## src/rtl/tag_match_pkg.sv

```systemverilog
// Shared types and sizes for the 4-way tag store and its match encoder.
package tag_match_pkg;

    localparam int unsigned WAYS  = 4;
    localparam int unsigned WAY_W = 2;

    typedef enum logic [1:0] {
        IDLE   = 2'd0,
        LOOKUP = 2'd1,
        UPDATE = 2'd2
    } state_e;

    // Parallel lookup result: hit way and lowest-index invalid way
    typedef struct packed {
        logic             hit;
        logic [WAY_W-1:0] hit_way;
        logic             free;
        logic [WAY_W-1:0] free_way;
    } match_t;

endpackage

```

## src/rtl/way_match_enc.sv

```systemverilog
// Combinational compare of a request tag against all valid ways, plus
// lowest-index free-way encoder.
module way_match_enc
    import tag_match_pkg::*;
#(
    parameter int unsigned TAG_W = 8
) (
    input  logic [WAYS-1:0]            valid,
    input  logic [WAYS-1:0][TAG_W-1:0] tags,
    input  logic [TAG_W-1:0]           req_tag,
    output match_t                     match
);

    always_comb begin
        match = '0;
        for (int w = 0; w < int'(WAYS); w++) begin
            if (valid[w] && (tags[w] == req_tag)) begin
                match.hit     = 1'b1;
                match.hit_way = WAY_W'(w);
            end
            // First invalid way wins, so later ones must not overwrite it
            if (!valid[w] && !match.free) begin
                match.free     = 1'b1;
                match.free_way = WAY_W'(w);
            end
        end
    end

endmodule

```

## src/rtl/tag_match_4way.sv

```systemverilog
// Tag store and lookup controller for one 4-way set; drives the touch
// interface of the matrix LRU and allocates free or LRU victim ways on a miss.
module tag_match_4way
    import tag_match_pkg::*;
#(
    parameter int unsigned TAG_W = 8
) (
    input  logic             clk,
    input  logic             reset,
    input  logic             ReqValid,
    input  logic [TAG_W-1:0] ReqTag,
    output logic             ReqReady,
    input  logic [WAY_W-1:0] LRUWay,
    output logic             Hit,
    output logic [WAY_W-1:0] LineIndex,
    output logic             RespValid,
    output logic             RespHit,
    output logic [WAY_W-1:0] RespWay,
    output logic             Evict,
    output logic [TAG_W-1:0] EvictTag
);

    state_e                     state_q, state_d;
    logic [WAYS-1:0]            valid_q;
    logic [WAYS-1:0][TAG_W-1:0] tag_q;
    logic [TAG_W-1:0]           req_tag_q;
    match_t                     match_c, match_q;
    logic [WAY_W-1:0]           victim_q;
    logic [WAY_W-1:0]           last_way_q;

    logic                       fire_c;
    logic                       full_c;
    logic [WAY_W-1:0]           touch_way_c;

    logic                       ready_d;
    logic                       touch_hit_d;
    logic [WAY_W-1:0]           line_index_d;
    logic                       resp_valid_d;
    logic                       resp_hit_d;
    logic [WAY_W-1:0]           resp_way_d;
    logic                       evict_d;
    logic [TAG_W-1:0]           evict_tag_d;

    way_match_enc #(.TAG_W(TAG_W)) u_enc (
        .valid   (valid_q),
        .tags    (tag_q),
        .req_tag (req_tag_q),
        .match   (match_c)
    );

    assign fire_c = ReqValid && ReqReady;
    assign full_c = !match_c.hit && !match_c.free;

    // Way touched and written by the UPDATE cycle, from the registered lookup
    assign touch_way_c = match_q.hit  ? match_q.hit_way  :
                         match_q.free ? match_q.free_way : victim_q;

    always_ff @(posedge clk) begin
        if (reset) begin
            state_q <= IDLE;
        end else begin
            state_q <= state_d;
        end
    end

    // Next state and next registered output values; outside UPDATE the
    // touch re-presents the last MRU way so the LRU order stays put
    always_comb begin
        state_d      = state_q;
        ready_d      = 1'b0;
        touch_hit_d  = 1'b1;
        line_index_d = last_way_q;
        resp_valid_d = 1'b0;
        resp_hit_d   = 1'b0;
        resp_way_d   = '0;
        evict_d      = 1'b0;
        evict_tag_d  = '0;
        case (state_q)
            IDLE: begin
                if (fire_c) begin
                    state_d = LOOKUP;
                end else begin
                    ready_d = 1'b1;
                end
            end
            LOOKUP: begin
                state_d      = UPDATE;
                resp_valid_d = 1'b1;
                resp_hit_d   = match_c.hit;
                resp_way_d   = match_c.hit  ? match_c.hit_way  :
                               match_c.free ? match_c.free_way : LRUWay;
                evict_d      = full_c;
                evict_tag_d  = full_c ? tag_q[LRUWay] : '0;
                touch_hit_d  = !full_c;
                line_index_d = resp_way_d;
            end
            UPDATE: begin
                state_d      = IDLE;
                ready_d      = 1'b1;
                line_index_d = touch_way_c;
            end
            default: begin
                state_d = IDLE;
                ready_d = 1'b1;
            end
        endcase
    end

    always_ff @(posedge clk) begin
        if (reset) begin
            ReqReady   <= 1'b1;
            Hit        <= 1'b1;
            LineIndex  <= '0;
            RespValid  <= 1'b0;
            RespHit    <= 1'b0;
            RespWay    <= '0;
            Evict      <= 1'b0;
            EvictTag   <= '0;
            valid_q    <= '0;
            tag_q      <= '0;
            req_tag_q  <= '0;
            match_q    <= '0;
            victim_q   <= '0;
            last_way_q <= '0;
        end else begin
            ReqReady  <= ready_d;
            Hit       <= touch_hit_d;
            LineIndex <= line_index_d;
            RespValid <= resp_valid_d;
            RespHit   <= resp_hit_d;
            RespWay   <= resp_way_d;
            Evict     <= evict_d;
            EvictTag  <= evict_tag_d;
            if ((state_q == IDLE) && fire_c) begin
                req_tag_q <= ReqTag;
            end
            if (state_q == LOOKUP) begin
                match_q  <= match_c;
                victim_q <= LRUWay;
            end
            // A hit never allocates, so duplicate tags cannot arise
            if (state_q == UPDATE) begin
                last_way_q <= touch_way_c;
                if (!match_q.hit) begin
                    valid_q[touch_way_c] <= 1'b1;
                    tag_q[touch_way_c]   <= req_tag_q;
                end
            end
        end
    end

endmodule

```

## config.mk

```make
export PLATFORM = sky130hd
export DESIGN_NAME = tag_match_4way
export DESIGN_NICKNAME = d
export VERILOG_FILES = /design/src/rtl/tag_match_pkg.sv /design/src/rtl/way_match_enc.sv /design/src/rtl/tag_match_4way.sv
export SDC_FILE = /design/constraint.sdc
export NUM_CORES = 1
export LEC_CHECK = 0
export BUFFER_PORTS_ARGS = -buffer_cell sky130_fd_sc_hd__buf_2
export CAP_MARGIN = 20
export CORE_MARGIN = 4
export CORE_UTILIZATION = 24
export DETAILED_ROUTE_END_ITERATION = 10
export GPL_TIMING_DRIVEN = 0
export REMOVE_ABC_BUFFERS = 1
export SYNTH_ARGS = -nofsm -noshare
export SYNTH_HDL_FRONTEND = slang
export SYNTH_SLANG_ARGS = --single-unit
```

## constraint.sdc

```tcl
create_clock -name clk -period 1.5 [get_ports clk]
set_input_delay 0.45 -clock clk [delete_from_list [all_inputs] [get_ports clk]]
set_output_delay 0.45 -clock clk [all_outputs]
set_load 0.02 [all_outputs]
```

==> flow_summary.json <==
{
  "status": "complete, but fails checks",
  "violations": "negative setup slack",
  "startpoint_type": "flop",
  "fin_ws_ns": -0.285,
  "nFillCells": 1355,
  "wl_mm": 8.50,
  "p_per_area_mw_per_mm2": 1040,
  "drt_iter0_markers": 196,
  "swShare_pct": 27.3,
  "dieWidth_microns": 126,
  "rows": 42,
  "ys_ff_latch": 73,
  "grt_pass1_wl_mm": 13.4,
  "routed_via_density": 4.43,
  "wl_per_cell_microns": 15.0,
  "drive_gt1_share_pct": 40.2,
  "p_total_w": 0.00470,
  "numCtsBuffers": 9,
  "post-route-min-period_ns": 1.79,
  "end_kind": "flop",
  "critPathTopFamily": "simple AND/OR/NAND/NOR gates",
  "synth.area.top_cells": "dfxtp_1 44%, mux2i_1 11%, xnor2_1 6.8%",
  "irDropWorstVdd_v": 0.000559,
  "tightest_slew_ns": 0.674,
  "htree_num_levels": 3,
  "post_synth.cell_area_avg_sq_um": 9.96,
  "dieArea_sq_mm": 0.0158,
  "overflow": 0,
  "final_cell_mix": "60 x dfxtp_1, 47 x nor2_1, 36 x mux2i_1",
  "p_switching_w": 0.00128,
  "grt_usage_pct": 10.7,
  "nets": 402,
  "synth_cell_types": 41,
  "power.leakage_nw": 1.77,
  "cap_violations": 0,
  "place_area_sq_mm": 0.00354,
  "coreArea_sq_mm": 0.0134,
  "die_h_microns": 126,
  "async_flop_share_pct": 0,
  "hpwlAfterDp_mm": 4.96,
  "cp_slowest_cell": "dfxtp_4",
  "syn_area_sq_mm": 0.00333,
  "port_buffers": 29,
  "combPwrFrac_pct": 13.9,
  "clock_latency_ns": 0.33,
  "post-route-util_pct": 33.7,
  "drv_slew": 0,
  "cts.sinks": 73,
  "antenna_found_initial": 0,
  "drc_errors": 0,
  "fin_worst_hold_slack_ns": 0.343,
  "synth_ff_type": "dfxtp_1",
  "finalCritPeriodShare_pct": 119,
  "final_cell_area_sq_mm": 0.00452,
  "critical_path_class": "flop to flop",
  "rsz0062_at_grt": "yes",
  "fin_worst_skew_ns": 0.00665,
  "critical-path-max-stage-delay_ns": 0.41,
  "required_ns": 1.74,
  "synth-edff-count": 0,
  "root_buffer": "clkbuf_16",
  "seq_power_share_pct": 44.4,
  "num_vias": 2511,
  "cts_tree": "yes",
  "yosysWarnings": 0,
  "netlist_instances": 334,
  "crit_buf_inv": 0,
  "hold_viol": 0,
  "cp_max_fo": 6,
  "grt_pass1_vias": 2581,
  "critPathArrivalTime_ns": 2.02,
  "cts_hold_buf": 0,
  "diodes": 0,
  "final_common_cell": "dfxtp_1",
  "finalSetupViolCount": 51,
  "p_int_w": 0.00342,
  "ant_nets": 0,
  "place_congestion": 0.802,
  "clock_power_share_pct": 41.7,
  "fmax_ghz": 0.560,
  "clockBufferDepth": 2,
  "min_path_type": "input port to flop",
  "start_util_pct": 24.8,
  "synth_top_area_share_pct": 43.9,
  "ios": 30,
  "cp_cell_sequence": "xnor2_2 > nand4_1 > or3_4 > a21oi_2 > o21ai_2 > a311oi_1",
  "dr.pass1.iters": 4,
  "ys_seq_area_share_pct": 43.9,
  "relSlewSlack_pct": 55.1,
  "grt_max_degree": 61,
  "clk_pin_slew_ns": 0.06,
  "synth.largest_area_cell": "dfxtp_1",
  "area_growth_pct": 35.9
}
==> final cells by class <==
cell class	instances	area, sq um	area share (%)
Sequential cell	73	1500	33.2
Clock inverter	7	46.3	1.02
Clock buffer	9	225	4.98
Inverter	7	28.8	0.637
Timing Repair Buffer	61	473	10.5
Tap cell	176	220	4.87
Multi-Input combinational cell	234	2030	44.8
==> layer usage <==
| layer | wire, microns | share of wire, % | up-vias | global-route usage (%) |
|---|---|---|---|---|
| met5 | 0 | 0 | - | 0 |
| met4 | 238 | 2.8 | 0 | 6.25 |
| met3 | 320 | 3.8 | 20 | 1.82 |
| met1 | 3640 | 43 | 1200 | 13.2 |
| met2 | 4300 | 51 | 55 | 17.6 |
| li1 | - | - | 1236 | - |
==> metrics by stage <==
step / TNS, ns / std cells / setup WS [ns]
2_1_floorplan: -2.29 / 311 / -0.179
3_3_place_gp: -21.90 / 516 / -0.612
3_5_place_dp: -23.62 / 516 / -0.638
4_1_cts: -2.86 / 559 / -0.216
5_1_grt: -7.70 / 567 / -0.376
6_report: -4.17 / 567 / -0.285
==> Yosys cell counts (2+ instances only) <==
master    number
mux4_2         8
xnor2_2        4
mux2i_1       36
nor4_4         2
buf_1          3
xor2_1         2
inv_1          7
nand2_1       26
ha_1           3
nand3_1        7
o21ai_1        3
o21ai_0        3
clkbuf_1       7
nor2b_1        9
dfxtp_1       73
a21oi_1       19
buf_2          4
buf_6          8
xnor2_1       26
nor2_1        49
nand4_1        5
a211oi_1       2
nand2b_1      10
==> path summary, 6_finish.rpt <==
path | slack, ns | cells after the start | to | from
setup reg to reg | -0.29 | 6 | LineIndex[0]$_SDFF_PP0_ | req_tag_q[4]$_SDFFE_PP0P_
setup / recovery | -0.29 | 6 | LineIndex[0]$_SDFF_PP0_ | req_tag_q[4]$_SDFFE_PP0P_
hold / removal | 0.34 | 3 | req_tag_q[6]$_SDFFE_PP0P_ | ReqTag[6]
hold reg to reg | 0.47 | 2 | match_q[3]$_SDFFE_PP0P_ | match_q[3]$_SDFFE_PP0P_
==> worst register-to-register path: cells and delay by family, from the launching register on <==
| kind | cells | cell delay, ns |
|---|---|---|
| and+or+nand+nor | 2 | 0.61 |
| xor gates and xnor gates | 1 | 0.13 |
| AOI/OAI and AO/OA | 3 | 0.54 |
| DFF | 1 | 0.41 |
==> power by group through the flow <==
stage	Combinational (W)	Clock, W	Sequential (W)
floorplan	0.000285	0	0.00211
global placement	0.000434	0	0.00211
detailed placement	0.000441	0	0.00212
CTS	0.000591	0.00200	0.00208
global route	0.000702	0.00208	0.00210
finish	0.000653	0.00196	0.00209
==> kinds of logic (layout without fill, tap and decap cells) <==
kind of cell	count (synthesis)	after routing	synth area share, %
simple gates	119	122	18.1
flops	73	73	43.9
compound gates	32	32	5.60
xor+xnor	32	32	9.33
buf+inv	30	84	5.38
mux	45	45	16.6
fa+ha+maj	3	3	1.13
==> sequential cells by signal, summed over array words and instances (netlist names), 2 cells and up <==
name / flops
victim_q: 2
RespWay: 2
valid_q: 4
req_tag_q: 8
last_way_q: 2
match_q: 6
state_q: 2
EvictTag: 8
tag_q: 32
LineIndex: 2
==> timing repair <==
item                                    CTS  global route
endpoints found under the hold margin     0             0
setup buffers                            23            10
endpoints found under the setup margin   58            61
pin swaps                                22            16
cloned                                    4             0
gates resized for setup                  73            26
(Power assumes the default switching activity.)
